File: src/rtl/wb_read_cache.sv
// wb_read_cache: direct-mapped, byte-wide, write-through read cache for wb2spi.
// Define WB_READ_CACHE_WRITE_ALLOCATE_EN to allocate lines on write miss.
module wb_read_cache #(
    parameter int LINES = 16
) (
    input  logic        clk_i,
    input  logic        rst_ni,
    input  logic        flush_i,
    input  logic        s_cyc_i,
    input  logic        s_stb_i,
    input  logic [22:0] s_adr_i,
    input  logic        s_we_i,
    input  logic [7:0]  s_dat_i,
    output logic        s_ack_o,
    output logic        s_err_o,
    output logic        s_rty_o,
    output logic [7:0]  s_dat_o,
    output logic        m_cyc_o,
    output logic        m_stb_o,
    output logic [22:0] m_adr_o,
    output logic        m_we_o,
    output logic [7:0]  m_dat_o,
    input  logic        m_ack_i,
    input  logic        m_err_i,
    input  logic [7:0]  m_dat_i
);

    localparam int IDX_W = $clog2(LINES);
    localparam int TAG_W = 23 - IDX_W;

    typedef enum logic [1:0] {IDLE, FILL, WRITE} state_t;

    state_t state_q, state_d;

    logic [LINES-1:0] valid_q;
    logic [TAG_W-1:0] tag_q [LINES];
    logic [7:0]       data_q [LINES];

    logic             abort_q, abort_d;
    logic             fl_q, fl_d;
    logic             ack_d, err_d, cyc_d, we_d;
    logic [7:0]       sdat_d, mdat_d;
    logic [22:0]      adr_d;

    logic             wr_en, wr_valid, inv_en;
    logic [IDX_W-1:0] wr_idx;
    logic [TAG_W-1:0] wr_tag;
    logic [7:0]       wr_dat;

    logic [IDX_W-1:0] s_idx;
    logic [TAG_W-1:0] s_tag;
    logic             req, rd_hit, wr_hit, live;

    assign s_rty_o = 1'b0;
    assign m_stb_o = m_cyc_o;

    assign s_idx  = s_adr_i[IDX_W-1:0];
    assign s_tag  = s_adr_i[22:IDX_W];
    assign wr_idx = m_adr_o[IDX_W-1:0];
    assign wr_tag = m_adr_o[22:IDX_W];

    assign req    = s_cyc_i & s_stb_i & ~s_ack_o & ~s_err_o;
    assign rd_hit = valid_q[s_idx] && (tag_q[s_idx] == s_tag) && !flush_i;
    assign wr_hit = valid_q[wr_idx] && (tag_q[wr_idx] == wr_tag);
    // upstream still waiting: cycle held now and never dropped since issue
    assign live   = s_cyc_i & ~abort_q;

    always_comb begin
        state_d  = state_q;
        ack_d    = 1'b0;
        err_d    = 1'b0;
        sdat_d   = s_dat_o;
        cyc_d    = m_cyc_o;
        we_d     = m_we_o;
        adr_d    = m_adr_o;
        mdat_d   = m_dat_o;
        abort_d  = abort_q;
        fl_d     = fl_q;
        wr_en    = 1'b0;
        wr_valid = 1'b0;
        wr_dat   = m_dat_i;
        inv_en   = 1'b0;
        unique case (state_q)
            IDLE: begin
                if (req) begin
                    if (!s_we_i && rd_hit) begin
                        ack_d  = 1'b1;
                        sdat_d = data_q[s_idx];
                    end else begin
                        cyc_d   = 1'b1;
                        we_d    = s_we_i;
                        adr_d   = s_adr_i;
                        abort_d = 1'b0;
                        fl_d    = 1'b0;
                        if (s_we_i) begin
                            mdat_d  = s_dat_i;
                            state_d = WRITE;
                        end else begin
                            state_d = FILL;
                        end
                    end
                end
            end
            FILL: begin
                abort_d = abort_q | ~s_cyc_i;
                fl_d    = fl_q | flush_i;
                if (m_err_i) begin
                    err_d   = live;
                    cyc_d   = 1'b0;
                    state_d = IDLE;
                end else if (m_ack_i) begin
                    wr_en    = 1'b1;
                    wr_valid = ~fl_q;
                    ack_d    = live;
                    sdat_d   = m_dat_i;
                    cyc_d    = 1'b0;
                    state_d  = IDLE;
                end
            end
            WRITE: begin
                abort_d = abort_q | ~s_cyc_i;
                wr_dat  = m_dat_o;
                if (m_err_i) begin
                    inv_en  = 1'b1;
                    err_d   = live;
                    cyc_d   = 1'b0;
                    we_d    = 1'b0;
                    state_d = IDLE;
                end else if (m_ack_i) begin
`ifdef WB_READ_CACHE_WRITE_ALLOCATE_EN
                    wr_en = 1'b1;
`else
                    wr_en = wr_hit;
`endif
                    wr_valid = 1'b1;
                    ack_d    = live;
                    cyc_d    = 1'b0;
                    we_d     = 1'b0;
                    state_d  = IDLE;
                end
            end
            default: state_d = IDLE;
        endcase
    end

    always_ff @(posedge clk_i or negedge rst_ni) begin
        if (!rst_ni) begin
            state_q <= IDLE;
            s_ack_o <= 1'b0;
            s_err_o <= 1'b0;
            s_dat_o <= '0;
            m_cyc_o <= 1'b0;
            m_we_o  <= 1'b0;
            m_adr_o <= '0;
            m_dat_o <= '0;
            abort_q <= 1'b0;
            fl_q    <= 1'b0;
        end else begin
            state_q <= state_d;
            s_ack_o <= ack_d;
            s_err_o <= err_d;
            s_dat_o <= sdat_d;
            m_cyc_o <= cyc_d;
            m_we_o  <= we_d;
            m_adr_o <= adr_d;
            m_dat_o <= mdat_d;
            abort_q <= abort_d;
            fl_q    <= fl_d;
        end
    end

    // flush is applied last so it beats a same-cycle fill or allocate
    always_ff @(posedge clk_i or negedge rst_ni) begin
        if (!rst_ni) begin
            valid_q <= '0;
        end else begin
            if (wr_en) valid_q[wr_idx] <= wr_valid;
            if (inv_en) valid_q[wr_idx] <= 1'b0;
            if (flush_i) valid_q <= '0;
        end
    end

    always_ff @(posedge clk_i) begin
        if (wr_en) begin
            tag_q[wr_idx]  <= wr_tag;
            data_q[wr_idx] <= wr_dat;
        end
    end

endmodule

File: config.mk
export PLATFORM = sky130hd
export DESIGN_NAME = wb_read_cache
export DESIGN_NICKNAME = d
export VERILOG_FILES = /design/src/rtl/wb_read_cache.sv
export SDC_FILE = /design/constraint.sdc
export NUM_CORES = 1
export LEC_CHECK = 0
export ABC_CLOCK_PERIOD_IN_PS = 6000
export BUFFER_PORTS_ARGS = -buffer_cell sky130_fd_sc_hd__buf_4
export CAP_MARGIN = 5
export CORE_AREA = 2 2 219 221
export CTS_CLUSTER_DIAMETER = 120
export CTS_CLUSTER_SIZE = 20
export DETAILED_ROUTE_END_ITERATION = 8
export DIE_AREA = 0 0 221 223
export PLACE_DENSITY_LB_ADDON = 0.08
export SLEW_MARGIN = 20
export SYNTH_ARGS = -nofsm -noshare
export SYNTH_HDL_FRONTEND = slang
export SYNTH_SLANG_ARGS = --single-unit
export TNS_END_PERCENT = 100
File: constraint.sdc
create_clock -name clk_i -period 6 [get_ports clk_i]
set_input_delay 0.6 -clock clk_i [delete_from_list [all_inputs] [get_ports clk_i]]
set_output_delay 0.6 -clock clk_i [all_outputs]
set_load 0.02 [all_outputs]
# After elaboration in Yosys (flattened, before gate mapping)
# Memory sizes are Yosys's and may differ from the RTL's.
# Index checks and enable logic that the tools add are counted.
# Widths: inputs -> output; s select.
# totals
elab_cells	114
regBits	63
mem_count	2
inputBits	47
ramBits	432
# memory_table
memory	depth	width	read_ports	rd_clocked_by_memory_dff	write_ports	line	source
tag_q	16	19	2	0	1	36	logic [TAG_W-1:0] tag_q [LINES];
data_q	16	8	1	0	1	37	logic [7:0] data_q [LINES];
# classes
muxes	53
n_eq_ne	11
n_bitwise	14
magnitude_cmp	3
n_reduce_logical	20
# ops
op	n
$mux 16	3
$mux 8	5
$eq 19x19->1	2
$mux 1	27
$and 16x16->16	1
$bwmux 16	1
$not 16->16	1
$pmux 8 s2	1
$pmux 1 s2	7
$reduce_and 3->1	4
$reduce_and 4->1	3
$lt 4x5->1 const B	2
$mux 2	5
$ne 2x2->1 const B	5
$bmux 1 s4	2
$not 1->1	6
$reduce_bool 2->1	3
$logic_and 1x1->1	5
$reduce_and 5->1	1
$and 1x1->1	4
$demux 1 s4	1
$ge 4x1->1 const B	1
$pmux 2 s2	1
$ne 3x1->1 const B	1
other kinds (7)	9

# Longest topological paths before layout
# Gate-level depths: netlist (run 1).
# logic_depth
ltp_word	10
ltp_mapped	14

# Worst setup path after synthesis (run 1)
# Ideal clock, no wire load.
# synth_path
path_kind	register to register
start	reg m_adr_o[1]
end	mem data_q[12][0], enable pin
path_slack_ps	884
period_less_slack_ps	5116
n_path_buf	4
setup_time_ps	445
arrival_time_ps	4671
stages_incl_launch_ff	13
cell_sequence	dfrtp_1 > buf_2 > buf_4 > buf_2 > mux4_2 > xnor2_1 > a21oi_1 > a2111oi_0 > nand4_1 > nor3_2 > nor2_1 > clkbuf_1 > nor3_1
# synth_via
elab_chain_len	8
elab_cells_between_ends	10
# synth_rtl
element	line	source
from (decl)	20	output logic [22:0] m_adr_o,
from (signal assigned)	165	m_adr_o <= adr_d;
$mem_v2 16x19 / $bmux 1 s4 (equally long branches)	--	
$eq 19x19->1 / $mux 1 (equally long branches)	64	assign wr_hit = valid_q[wr_idx] && (tag_q[wr_idx] == wr_tag);
$logic_and 1x1->1	64	
$mux 1	129	end else if (m_ack_i) begin
$mux 1	123	if (m_err_i) begin
$pmux 1 s2	83	unique case (state_q)
$mux 1	184	if (wr_en) begin
$mux 1 (not written as such)	186	data_q[wr_idx] <= wr_dat;
to (decl)	37	
# Several ways; a longest one is shown, not always the timed one. The select of a mux whose other input is x is not followed.

# Final worst setup path (run 1)
# layout_path
start	reg m_adr_o[1]
end	mem data_q[2][6], enable pin
# Same word-level chain as after synthesis.

==> results of run 1 <==
## report_power, final
group,internal (mW),switching [mW],leakage (nW),total (mW)
Combinational,1.47,2.03,3.76,3.51
Clock,0.890,1.11,0.378,2.00
Sequential,4.32,0.549,4.67,4.87
## routing by layer
layer  global-route usage [%]  wire length (um)  vias to the layer above  part of all wire [%]
li1                         -                 -                     5521                     -
met1                     41.8             28900                     7109                    44
met2                     37.4             28200                      743                    43
met3                     7.15              7360                      103                    11
met4                     6.41              1620                        0                   2.5
met5                        0                 0                        -                     0
## worst max-delay path, cell delays in order, from the launching register on
cell and delay, ns:
dfrtp_4 0.86, buf_4 0.50, mux4_2 0.58, mux2i_1 0.21, xor2_1 0.35, a41o_1 0.24, o211ai_1 0.14, nor3_2 0.30
nor2_4 0.19, nor3_2 0.65, buf_4 0.35
## how the worst max path moves through the flow
stage                     startpoint       endpoint  slack (ns)  depth (start not counted)
after global placement    s_adr_i[1]    m_adr_o[19]        1.14                         10
after floorplan           m_adr_o[1]  data_q[12][0]        0.88                         12
after detailed placement  s_adr_i[1]    m_adr_o[20]        1.13                         10
after global routing      m_adr_o[0]   data_q[2][4]        1.07                         11
final                     m_adr_o[1]   data_q[2][6]        1.22                         10
after CTS                 m_adr_o[1]   data_q[2][7]        1.19                         11
## flip-flops by register name, summed over array words and instances (netlist names)
signal	count
m_cyc_o	1
data_q	128
state_q	2
tag_q	304
s_ack_o	1
m_adr_o	23
s_dat_o	8
abort_q	1
valid_q	16
s_err_o	1
m_we_o	1
m_dat_o	8
fl_q	1
## area by class of cell
class	instances	area share (%)
inverter	16	0.234
tap	615	2.99
timing repair buffer	153	4.63
clock buffer	50	3.05
sequential	495	56.6
clock inverter	2	0.0925
multi-input combinational	699	32.4
## placed cells by master (no fill, tap or decap), types with 17 or more instances in the layout
master     netlist  routed
edfxtp_1       432     432
mux4_2         181     181
buf_4           18     149
mux2i_1         99      99
dfrtp_1         63      60
mux2_2          46      46
nand2_1         39      39
nor2_1          35      34
clkbuf_16        0      28
xnor2_1         27      27
xor2_1          23      23
clkbuf_1        26      22
nor3_2           1      17
## stage by stage
step	util (%)	std cells	worst slack [ns]	cell area, um2
after CTS	54.5	2029	1.19	25700
after floorplan	-	1303	0.884	23300
after detailed placement	52.8	1977	1.13	24900
after global placement	52.7	1977	1.14	24900
final	54.5	2030	1.22	25700
after global routing	54.5	2030	1.07	25700
## cell families (layout without fill, tap and decap cells)
group                    after synthesis  count (layout)
XOR/XNOR                              50              50
AO/OA/AOI/OAI                        133             133
AND/OR/NAND/NOR                      161             161
adder cells (fa/ha/maj)                4               4
multiplexers                         350             350
flip-flops                           495             495
buffers and inverters                109             221
other                                  1               1
==> metrics.cfg, run 1 <==
[sta]
fin_crit_ns = 4.78
skew_ns = 0.0205
tightest_slew_ns = 0.980
grt_setup_unrepaired = false
setup_viol = 0
max_freq_mhz = 209
hold_slack_ns = 0.00602
tns_ns = 0
fin_crit_sh_pct = 79.7
slew_headroom_pct = 34.0
hold_viol = 0
slew_viol_final = 0

[pwr]
power_density_mw_per_mm2 = 404
p_leak_nw = 8.81
p_total_mw = 10.4
peakVddDrop_mv = 0.421

[finish]
syn2layout_area_growth_pct = 10.2
regArea_mm2 = 0.0146
diodes = 0
layout.nets = 1444
num-fill-cells = 3706
drive_above_1_share_pct = 32.1
multi_input_area_mm2 = 0.00832

[clock_network]
clock_latency_ns = 0.61
htreeDepth = 1
cts_tree = done
cts_made_buffers = 28
postCtsSetupBuffers = 0
clock-sinks = 495
ctsHoldBuffers = 0
postCtsResizedCells = 0
cts_root_buf = clkbuf_16
cts_buffer_depth = 3
clk_pin_slew_ns = 0.09

[placed_design]
io_buffers = 90
dp_hpwl_mm = 42.9
gp_congestion = 0.922

[die]
rows = 80
die-area_mm2 = 0.0493
coreArea_mm2 = 0.0471
die_h_um = 223
start_util_pct = 49.5
io_pins = 92
fp.dieW_um = 221

[routing]
dr_total_vias = 13476
drc = 0
postRouteAntennaNets = 0
firstDrtPassIters = 5
wirelength_mm = 66.0
drtIter0Drc = 1674
vias_per_cell = 6.64
drt-wirelength-per-cell_um = 32.5

[global_routing]
antenna_found_initial = 0
grt.overflow.total = 0
grt_pass1_vias = 13162
grt_usage_pct = 26.7
grt_max_degree = 64
grt_pass1_wl_mm = 95.2

[setup_path]
reg2regPathDepth = 10
r2r-start = m_adr_o[1]
worst-setup-path-type = reg -> reg
rrSetupSlack_ns = 1.22
rr_endpoint = data_q[2][6]
cp.required_ns = 6.30
critPathArrivalTime_ns = 5.08
cp-end-kind = register
crit_fanout = 36
setup.worst_path.start_class = register

[synth]
synth_flop_cell = edfxtp_1
synthSimpleGateAreaFrac_pct = 3.52
postSynth.asyncResetShare_pct = 12.7
synthTopCellsByArea = edfxtp_1 (56%), mux4_2 (17%), dfrtp_1 (6.8%)
ys_seq_area_share_pct = 62.4
synth_top_family_by_area = multiplexers
synth_top_area_cell = edfxtp_1
ys_types = 76
synthMuxAreaShare_pct = 25.2
synth_seq_cells = 495
synth_edf_count = 432
ys_warn_count = 0
netlist_instances = 1303
syn_avg_cell_area_um2 = 17.9
synth_adder_area_share_pct = 0.215
synth_xor_xnor_area_share_pct = 1.88
yosysMostFrequentCell = edfxtp_1
syn_area_mm2 = 0.0233
synth_compound_area_share_pct = 4.39
synth_top_area_share_pct = 55.6
synth_commonest_cells = edfxtp_1 (432), mux4_2 (181), mux2i_1 (99)
synth.net_count = 1354

[run]
drv_cap = 0

[status]
outcome = finished, final reports clean

[hold_path]
min-delay-path-class = in -> async

Power figures use the tool's default switching activity.
==> inputs of run 2 (changes only) <==
ABC_CLOCK_PERIOD_IN_PS = 3860   (was 6000)
clock period = 3.86 ns   (was 6 ns; I/O delays follow)
==> metrics.cfg, run 2 (synthesized netlist as in run 1, its figures left out) <==
[finish]
reg.largest.list = tag_q x304, data_q x128, m_adr_o x23
drive_above_1_share_pct = 35.5  ; +3.4 points
top_register = tag_q
num-fill-cells = 3548  ; -4.3%
layout_commonest_cell = edfxtp_1
syn2layout_area_growth_pct = 15.9
layout.nets = 1521  ; +5.3%
diodes = 0  ; unchanged
layout_common_cells = edfxtp_1 (432), mux4_2 (181), buf_4 (171), mux2i_1 (98), dfrtp_1 (60)
largest_reg_flops = 304  ; unchanged

[global_routing]
antenna_found_initial = 1  ; +1
grt_usage_pct = 27.2  ; +0.51 points
grt_pass1_vias = 13787  ; +4.7%
grt.overflow.total = 0  ; unchanged
grt_pass1_wl_mm = 97.5  ; +2.4%
grt_max_degree = 48  ; -25%

[sta]
hold_slack_ns = 0.0177  ; +0.0117 ns
slew_viol_final = 0  ; unchanged
grt_setup_unrepaired = false
max_freq_mhz = 267  ; +28%
hold_viol = 0  ; unchanged
slew_headroom_pct = 48.6  ; +15 points
skew_ns = 0.0219  ; +0.00141 ns
fin_crit_ns = 3.75  ; -1.04 ns
setup_viol = 0  ; unchanged
fin_crit_sh_pct = 97.0  ; +17 points
tightest_slew_ns = 0.771  ; -0.209 ns
layout_setup_ws_ns = 0.114  ; -1.10 ns

[clock_network]
clock-sinks = 495  ; unchanged
htreeDepth = 1  ; unchanged
clk_pin_slew_ns = 0.09  ; about the same
clock_latency_ns = 0.61  ; about the same
cts_buffer_depth = 3  ; unchanged
cts_tree = done
cts_root_buf = clkbuf_16
cts_made_buffers = 28  ; unchanged

[status]
outcome = finished, final reports clean

[run]
drv_cap = 0  ; unchanged

[routing]
drtIter0Drc = 1400  ; -16%
wirelength_mm = 66.9  ; +1.3%
drt-wirelength-per-cell_um = 31.7  ; -2.4%
vias_per_cell = 6.49  ; -2.3%
firstDrtPassIters = 6  ; +1
drc = 0  ; unchanged
postRouteAntennaNets = 0  ; unchanged
dr_total_vias = 13665  ; +1.4%

[pwr]
power_density_mw_per_mm2 = 629  ; +56%
p_leak_nw = 9.50  ; +7.8%
p_total_mw = 17.0  ; +64%
peakVddDrop_mv = 0.500  ; +19%

[placed_design]
dp_hpwl_mm = 44.5  ; +3.7%
preCtsSetupSlack_ns = -0.208  ; -1.34 ns
io_buffers = 90  ; unchanged
gp_congestion = 0.896  ; -2.8%

[setup_path]
crit_family = simple AND/OR/NAND/NOR gates
critPathSlowestCell = mux4_2
cp.required_ns = 4.16  ; -2.14 ns
critPathArrivalTime_ns = 4.05  ; -1.03 ns
crit_buf_inv = 3  ; +1
crit_top_cell = buf_12
r2r-start = m_adr_o[0]
path_cells = buf_12, mux4_2, xnor2_1, a21oi_1, a2111oi_2, nand4_1, nor3_2, nor2_4, buf_12, nor3_4, buf_12
worst-setup-path-type = reg -> reg
cp-end-kind = register
cpPeakStageDelay_ns = 0.53  ; -0.33 ns
crit_fanout = 15  ; -58%
crit_start = m_adr_o[0]
setup.worst_path.start_class = register

[die]
die_h_um = 223  ; unchanged
io_pins = 92  ; unchanged
die-area_mm2 = 0.0493  ; unchanged
start_util_pct = 49.5  ; unchanged
rows = 80  ; unchanged
coreArea_mm2 = 0.0471  ; unchanged
fp.dieW_um = 221  ; unchanged

[hold_path]
min-delay-path-class = in -> reg
hp-start = s_adr_i[16]

## run 2: cell types whose count changed in the layout (fill, tap and decap cells not counted), sizes merged
cell and delta:
buf +68, clkinvlp -1, dlygate4sd3 +9, inv +1
## run 2: final cells by class
class | instances | area, um2 | area share [%]
flip-flops and latches | 495 | 14600 | 53.9
well taps | 615 | 769 | 2.85
clock inverters | 2 | 22.5 | 0.0834
multi-input cells | 699 | 8460 | 31.3
clock buffers | 50 | 783 | 2.90
repair buffers | 230 | 2370 | 8.76
inverters | 16 | 60.1 | 0.222
## run 2: power by group
part           internal [mW]  switching [mW]  total, mW
sequential              6.71           0.481       7.19
combinational           2.88            3.79       6.67
clock                   1.38            1.74       3.12
## run 2: worst reg2reg max path: cells and delay by family, from the launching register on
kind	cells	cell delay (ns)
simple gates	4	0.89
buf+inv	3	0.59
compound gates	2	0.56
mux	1	0.54
flops	1	0.51
xor+xnor	1	0.34
## run 2: metrics by stage
stage	TNS [ns]	cells	instance area, um2	utilization [%]
after floorplan	0	1303	23600	-
after detailed placement	-4.88	2040	26000	55.2
after global routing	0	2107	27000	57.3
after CTS	0	2101	26900	57.1
final	0	2107	27000	57.3
after global placement	-5.62	2040	26000	55.2
## run 2: path summary, 6_finish.rpt
check,to,slack [ns],cells after the start
setup / recovery,data_q[11][3],0.11,11
hold / removal,m_adr_o[16],0.02,2
setup reg to reg,data_q[11][3],0.11,11
hold reg to reg,s_err_o,0.50,1
max in group asynchronous,m_dat_o[4],2.57,3
min in group asynchronous,m_adr_o[0],0.40,2
## run 2: routing by layer
layer | wire, um | track usage [%] | vias up
li1 | - | - | 5678
met1 | 28800 | 41.1 | 7304
met2 | 31800 | 42.7 | 607
met3 | 4950 | 3.89 | 74
met4 | 1300 | 5.69 | 2
met5 | 13 | 0 | -
## run 2: what timing repair did
action / in CTS / in global routing
hold buffers: 9 / 0
setup buffers: 0 / 6
endpoints found under the setup margin: 29 / 437
resized for setup: 1 / 7
pin swaps: 0 / 2
endpoints found under the hold margin: 47 / 0
